## src/rtl/uart_rx_sampler_if.sv

```systemverilog
// uart_rx_sampler_if: decoded-character valid/ready stream from the UART receiver FIFO head
interface uart_rx_sampler_if #(
    parameter int DATA_BITS = 8
);
    logic [DATA_BITS-1:0] rx_data;
    logic                 rx_frame_err;
    logic                 rx_parity_err;
    logic                 rx_valid;
    logic                 rx_ready;
    modport master (output rx_data, rx_frame_err, rx_parity_err, rx_valid, input rx_ready);
    modport slave  (input rx_data, rx_frame_err, rx_parity_err, rx_valid, output rx_ready);
endinterface

```

## src/rtl/uart_rx_sampler.sv

```systemverilog
// uart_rx_sampler: oversampling UART receiver with runtime half-bit divider, parity/framing checks and FWFT FIFO
module uart_rx_sampler #(
    parameter int DATA_BITS  = 8,
    parameter int PARITY     = 0,
    parameter int CLKDIV_W   = 16,
    parameter int FIFO_DEPTH = 4
) (
    input  logic                          clk,
    input  logic                          reset,
    input  logic [CLKDIV_W-1:0]           cfg_half_period,
    input  logic                          ser_rx,
    uart_rx_sampler_if.master             rx,
    output logic                          overflow,
    input  logic                          clr_overflow,
    output logic [$clog2(FIFO_DEPTH):0]   fifo_level,
    output logic                          busy
);
    localparam int AW = $clog2(FIFO_DEPTH);
    localparam int BW = $clog2(DATA_BITS);
    localparam int EW = DATA_BITS + 2;
    localparam logic [CLKDIV_W:0] ONE = 1;

    typedef enum logic [2:0] {IDLE, START, DATA, PAR, STOP} state_t;

    state_t               state_q, state_d;
    logic                 s1_q, s2_q, prev_q;
    logic [CLKDIV_W:0]    cnt_q, cnt_d;
    logic [CLKDIV_W-1:0]  h_q, h_d, hv;
    logic [BW-1:0]        bc_q, bc_d;
    logic [DATA_BITS-1:0] sh_q, sh_d;
    logic                 perr_q, perr_d;
    logic [AW-1:0]        wp_q, wp_d, rp_q, rp_d;
    logic [AW:0]          lvl_q, lvl_d;
    logic                 ovf_q, ovf_d;
    logic [EW-1:0]        mem_q [FIFO_DEPTH];
    logic [EW-1:0]        head;
    logic [CLKDIV_W:0]    rel;
    logic                 fall, tick, push, ferr, valid, pop, full, do_push, drop;

    assign fall  = prev_q && !s2_q;
    assign tick  = cnt_q == '0;
    assign hv    = (cfg_half_period == '0) ? CLKDIV_W'(1) : cfg_half_period;
    assign rel   = {h_q, 1'b0} - ONE;
    assign valid = lvl_q != '0;
    assign pop   = valid && rx.rx_ready;
    assign full  = lvl_q == (AW+1)'(FIFO_DEPTH);
    assign do_push = push && (!full || pop);
    assign drop    = push && full && !pop;
    assign head  = mem_q[rp_q];

    always_comb begin
        state_d = state_q;
        cnt_d   = (state_q != IDLE && !tick) ? cnt_q - ONE : cnt_q;
        h_d     = h_q;
        bc_d    = bc_q;
        sh_d    = sh_q;
        perr_d  = perr_q;
        push    = 1'b0;
        ferr    = 1'b0;
        case (state_q)
            IDLE: if (fall) begin
                h_d     = hv;
                cnt_d   = {1'b0, hv} - ONE;
                bc_d    = '0;
                perr_d  = 1'b0;
                state_d = START;
            end
            START: if (tick) begin
                cnt_d   = rel;
                state_d = s2_q ? IDLE : DATA;
            end
            DATA: if (tick) begin
                cnt_d   = rel;
                sh_d    = {s2_q, sh_q[DATA_BITS-1:1]};
                bc_d    = (bc_q == BW'(DATA_BITS-1)) ? '0 : bc_q + BW'(1);
                state_d = (bc_q != BW'(DATA_BITS-1)) ? DATA : (PARITY != 0) ? PAR : STOP;
            end
            PAR: if (tick) begin
                cnt_d   = rel;
                perr_d  = ((^sh_q) ^ s2_q) != (PARITY == 2);
                state_d = STOP;
            end
            STOP: if (tick) begin
                push    = 1'b1;
                ferr    = !s2_q;
                state_d = IDLE;
            end
            default: state_d = IDLE;
        endcase
        wp_d  = wp_q + AW'(do_push);
        rp_d  = rp_q + AW'(pop);
        lvl_d = lvl_q + (AW+1)'(do_push) - (AW+1)'(pop);
        ovf_d = drop ? 1'b1 : clr_overflow ? 1'b0 : ovf_q;
    end

    always_ff @(posedge clk) begin
        if (reset) begin
            s1_q    <= 1'b1;
            s2_q    <= 1'b1;
            prev_q  <= 1'b1;
            state_q <= IDLE;
            cnt_q   <= '0;
            h_q     <= '0;
            bc_q    <= '0;
            sh_q    <= '0;
            perr_q  <= 1'b0;
            wp_q    <= '0;
            rp_q    <= '0;
            lvl_q   <= '0;
            ovf_q   <= 1'b0;
        end else begin
            s1_q    <= ser_rx;
            s2_q    <= s1_q;
            prev_q  <= s2_q;
            state_q <= state_d;
            cnt_q   <= cnt_d;
            h_q     <= h_d;
            bc_q    <= bc_d;
            sh_q    <= sh_d;
            perr_q  <= perr_d;
            wp_q    <= wp_d;
            rp_q    <= rp_d;
            lvl_q   <= lvl_d;
            ovf_q   <= ovf_d;
        end
    end

    // Storage needs no reset: the head is masked to zero while the FIFO is empty
    always_ff @(posedge clk) begin
        if (do_push) mem_q[wp_q] <= {perr_q, ferr, sh_q};
    end

    assign rx.rx_valid      = valid;
    assign rx.rx_data       = valid ? head[DATA_BITS-1:0] : '0;
    assign rx.rx_frame_err  = valid && head[EW-2];
    assign rx.rx_parity_err = valid && head[EW-1];
    assign overflow         = ovf_q;
    assign fifo_level       = lvl_q;
    assign busy             = state_q != IDLE;
endmodule

```

## src/flat_wrapper.sv

```systemverilog
// flat-port wrapper written by rule: the top's interface ports become plain ports
module uart_rx_sampler_flat 
#(
    parameter int DATA_BITS  = 8,
    parameter int PARITY     = 0,
    parameter int CLKDIV_W   = 16,
    parameter int FIFO_DEPTH = 4
)
  (clk, reset, cfg_half_period, ser_rx, overflow, clr_overflow, fifo_level, busy, rx_rx_data, rx_rx_frame_err, rx_rx_parity_err, rx_rx_valid, rx_rx_ready);
  uart_rx_sampler_if #(.DATA_BITS(DATA_BITS)) rx_i ();
  input  logic clk;
  input  logic reset;
  input  logic [CLKDIV_W-1:0] cfg_half_period;
  input  logic ser_rx;
  output logic overflow;
  input  logic clr_overflow;
  output logic [$clog2(FIFO_DEPTH):0] fifo_level;
  output logic busy;
  output wire logic [$bits(rx_i.rx_data)-1:0] rx_rx_data;
  output wire logic [$bits(rx_i.rx_frame_err)-1:0] rx_rx_frame_err;
  output wire logic [$bits(rx_i.rx_parity_err)-1:0] rx_rx_parity_err;
  output wire logic [$bits(rx_i.rx_valid)-1:0] rx_rx_valid;
  input wire logic [$bits(rx_i.rx_ready)-1:0] rx_rx_ready;
  assign rx_rx_data = rx_i.rx_data;
  assign rx_rx_frame_err = rx_i.rx_frame_err;
  assign rx_rx_parity_err = rx_i.rx_parity_err;
  assign rx_rx_valid = rx_i.rx_valid;
  assign rx_i.rx_ready = rx_rx_ready;
  uart_rx_sampler #(.DATA_BITS(DATA_BITS), .PARITY(PARITY), .CLKDIV_W(CLKDIV_W), .FIFO_DEPTH(FIFO_DEPTH)) u_core (.clk(clk), .reset(reset), .cfg_half_period(cfg_half_period), .ser_rx(ser_rx), .rx(rx_i), .overflow(overflow), .clr_overflow(clr_overflow), .fifo_level(fifo_level), .busy(busy));
endmodule
```

## config.mk

```make
export PLATFORM = sky130hd
export DESIGN_NAME = uart_rx_sampler_flat
export DESIGN_NICKNAME = d
export VERILOG_FILES = /design/src/rtl/uart_rx_sampler_if.sv /design/src/rtl/uart_rx_sampler.sv /design/src/flat_wrapper.sv
export SDC_FILE = /design/constraint.sdc
export NUM_CORES = 1
export LEC_CHECK = 0
export BUFFER_PORTS_ARGS = -buffer_cell sky130_fd_sc_hd__buf_4
export CORE_MARGIN = 2
export CORE_UTILIZATION = 30
export CTS_CLUSTER_SIZE = 10
export DETAILED_ROUTE_END_ITERATION = 8
export MAX_ROUTING_LAYER = met4
export PLACE_DENSITY = 0.53
export SLEW_MARGIN = 25
export SYNTH_ARGS = -nofsm -noshare
export SYNTH_HDL_FRONTEND = slang
export SYNTH_SLANG_ARGS = --single-unit
export TNS_END_PERCENT = 20
```

## constraint.sdc

```tcl
create_clock -name clk -period 4.66 [get_ports clk]
set_input_delay 0.932 -clock clk [delete_from_list [all_inputs] [get_ports clk]]
set_output_delay 0.932 -clock clk [all_outputs]
set_load 0.1 [all_outputs]
```

==> run_results.csv <==
group,metric,value,unit
cts,cts.path.max_buffers,2,
min_path,hold_class,"register to register",
routing,via_count,4133,
floorplanning,die_h,135,um
placement,portBuffers,36,
layout,fillers,1726,
grt,grt_pass1_wl,21.3,mm
setup_path,worst-r2r-cell-count,7,
logic_synthesis,synth.area.mux_share,4.78,%
sta,tns,0,ns
layout,areaGrowthSynthToFinish,15.1,%
routing,vias_per_cell,5.31,
layout,layout_common_cells,"nand2_1 (65), dfxtp_1 (59), a21oi_1 (41), buf_4 (41), edfxtp_1 (40)",
setup_path,required,4.64,ns
grt,grt_pass1_vias,4119,
cts,ctsResizeCount,0,
power_and_ir_drop,power.density,479,mW/mm2
logic_synthesis,synth_cell_types,63,
logic_synthesis,synth_fa_ha_area_share,2.57,%
setup_path,r2r_end,"u_core.mem_q[1][8]",
floorplanning,ios,37,
logic_synthesis,ys_ff_latch,99,
logic_synthesis,yosys.area_share.simple,23.2,%
grt,grt_max_degree,63,
logic_synthesis,synth_compound_area_share,13.6,%
sta,max_freq,0.312,GHz
min_path,hold_depth,1,
cts,cts_sinks,99,
layout,drive_gt1_share,14.7,%
sta,setup_violations,0,
logic_synthesis,synth_top_family_by_area,"simple AND/OR/NAND/NOR gates",
cts,path_clk_slew,0.08,ns
logic_synthesis,async_flop_share,0,%
logic_synthesis,synth.area.top_cells,"edfxtp_1 (23%), dfxtp_1 (23%), nand2_1 (4.7%)",
routing,drt_iter0_drc,337,
min_path,worstHoldStart,"u_core.s1_q",
logic_synthesis,syn_area,0.00515,mm2
logic_synthesis,postSynthCellCount,533,
grt,overflow,0,
sta,final_max_slew_viol_count,0,
cts,cts_tree,"yes",
power_and_ir_drop,p_leak,2.05,nW
cts,post_cts.repair.setup_buffers,0,
cts,htreeDepth,3,
routing,drtPass1Iterations,5,
logic_synthesis,ys_seq_area_share,46.2,%
cts,cts_made_buffers,9,
grt,antenna_found_initial,0,
floorplanning,design.core.area,0.0167,mm2
floorplanning,die-area,0.0182,mm2
logic_synthesis,synth_top_area_share,23.3,%
run,maxCapViolations,0,
setup_path,path_class,"register to register",
routing,wire_per_inst,16.6,um
sta,period_minus_slack,3.20,ns
cts,ctsHoldBuffers,0,
logic_synthesis,synthXorXnorAreaFrac,6.22,%
logic_synthesis,yosysWarnings,0,
routing,routed_wl,12.9,mm
layout,final_common_cell,"nand2_1",
logic_synthesis,yosysTopAreaCell,"edfxtp_1",
sta,finClkSkew,0.00792,ns
cts,worst_skew_pair.late_latency,0.35,ns
outcome,status,"complete, no violations",
routing,ant_nets,0,
setup_path,cp_max_fo,10,
sta,worst_slew_pin_slew,0.879,ns
layout,final_net_count,585,
layout,fin_util,35.5,%
logic_synthesis,synth_nets,564,
setup_path,r2r-start,"u_core.cnt_q[8]",
logic_synthesis,postSynthAreaPerCell,9.67,um2
setup_path,critPathCaptureType,"register",
sta,fin_crit_sh,68.7,%
placement,gp_congestion,0.893,
power_and_ir_drop,irDropWorstVdd,0.455,mV
logic_synthesis,synthFlopType,"dfxtp_1",
setup_path,crit_path_start_kind,"register",
floorplanning,initial_core_util,30.9,%
sta,rsz0062_at_grt,"no",
sta,slew_headroom,41.1,%
placement,hpwl,9.12,mm
cts,cts-root-buf,"clkbuf_16",
sta,finalHoldViolations,0,
routing,drc,0,
logic_synthesis,synth-edff-count,40,
floorplanning,rows,47,
layout,antenna_cells,0,
setup_path,cp.arrival,3.18,ns
min_path,whs_endpoint,"u_core.s2_q",
setup_path,r2r_setup_slack,1.46,ns
floorplanning,die-width,135,um
grt,track_usage,15.3,%
[Yosys cell counts (all sizes together) (4+ instances only)]
library cell and count:
or4 14, ha 9, or2 5, nand4b 4
o31ai 6, inv 14, xnor2 23, buf 5
a21oi 41, o22ai 6, a31oi 9, mux4 10
a211oi 4, nor4b 4, clkbuf 26, nand2b 11
nor2 32, edfxtp 40, nor3 18, xor2 11
nor2b 16, nand2 65, nand3 8, o21ai 13
or3 12, nor4 17, dfxtp 59, nand4 5
[critical path: stages (launching register included)]
cell,delay [ns]
dfxtp_1,0.34
nor4_2,0.60
and4b_1,0.47
nand2_1,0.14
or3_1,0.44
inv_2,0.11
nand2_1,0.05
nor2_1,0.66
[stage by stage]
stage	cell area, um2	worst slack, ns	cells	total power (W)	hold WS [ns]
after floorplan	5150	0.941	533	0.00187	0.389
after global placement	5620	1.31	763	0.00209	0.407
after detailed placement	5620	1.23	763	0.00210	0.405
after CTS	5930	1.44	779	0.00287	0.424
after global routing	5930	1.17	779	0.00298	0.434
final	5930	1.46	779	0.00284	0.417
[layer usage]
| metal | wire length, um | GRT usage [%] | share of wire [%] |
|---|---|---|---|
| met5 | 0 | - | 0 |
| met4 | 232 | 4.34 | 1.8 |
| met3 | 645 | 4.20 | 5.0 |
| met2 | 6200 | 25.0 | 48 |
| met1 | 5850 | 18.6 | 45 |
[power by group]
group / leakage (nW) / switching [W] / internal [W]
registers: 0.855 / 0.0000806 / 0.000933
clock network: 0.152 / 0.000378 / 0.000387
logic: 1.04 / 0.000745 / 0.000318
[how the worst max path moves through the flow]
stage / depth (start not counted) / end / slack (ns) / startpoint
finish: 7 / u_core.mem_q[1][8] / 1.46 / u_core.cnt_q[8]
CTS: 7 / u_core.mem_q[1][8] / 1.44 / u_core.cnt_q[8]
global placement: 10 / u_core.cnt_q[12] / 1.31 / cfg_half_period[3]
detailed placement: 10 / u_core.cnt_q[12] / 1.23 / cfg_half_period[3]
floorplan: 3 / rx_rx_data[0] / 0.94 / u_core.fifo_level[1]
global route: 7 / u_core.mem_q[1][8] / 1.17 / u_core.cnt_q[10]
[layout make-up]
class | count | area (um2) | share of cell area (%)
clock inverters | 7 | 83.8 | 1.41
repair buffers | 41 | 308 | 5.19
clock buffers | 9 | 225 | 3.80
well taps | 220 | 275 | 4.64
multi-input cells | 389 | 2600 | 43.9
inverters | 14 | 52.6 | 0.886
flip-flops and latches | 99 | 2380 | 40.2
[registers in the layout (all words and copies together) (netlist names)]
name	count
u_core.mem_q	40
u_core.cnt_q	17
u_core.h_q	16
u_core.sh_q	8
u_core.bc_q	3
u_core.fifo_level	3
u_core.state_q	3
u_core.rp_q	2
u_core.wp_q	2
u_core.overflow	1
u_core.perr_q	1
u_core.prev_q	1
u_core.s1_q	1
u_core.s2_q	1
[logic make-up after synthesis]
kind of cell,Yosys count
muxes,12
buffers and inverters,45
adders and majority gates,10
xor gates and xnor gates,35
DFF,99
and+or+nand+nor,223
AOI/OAI and AO/OA,109
(Power assumes the default switching activity.)
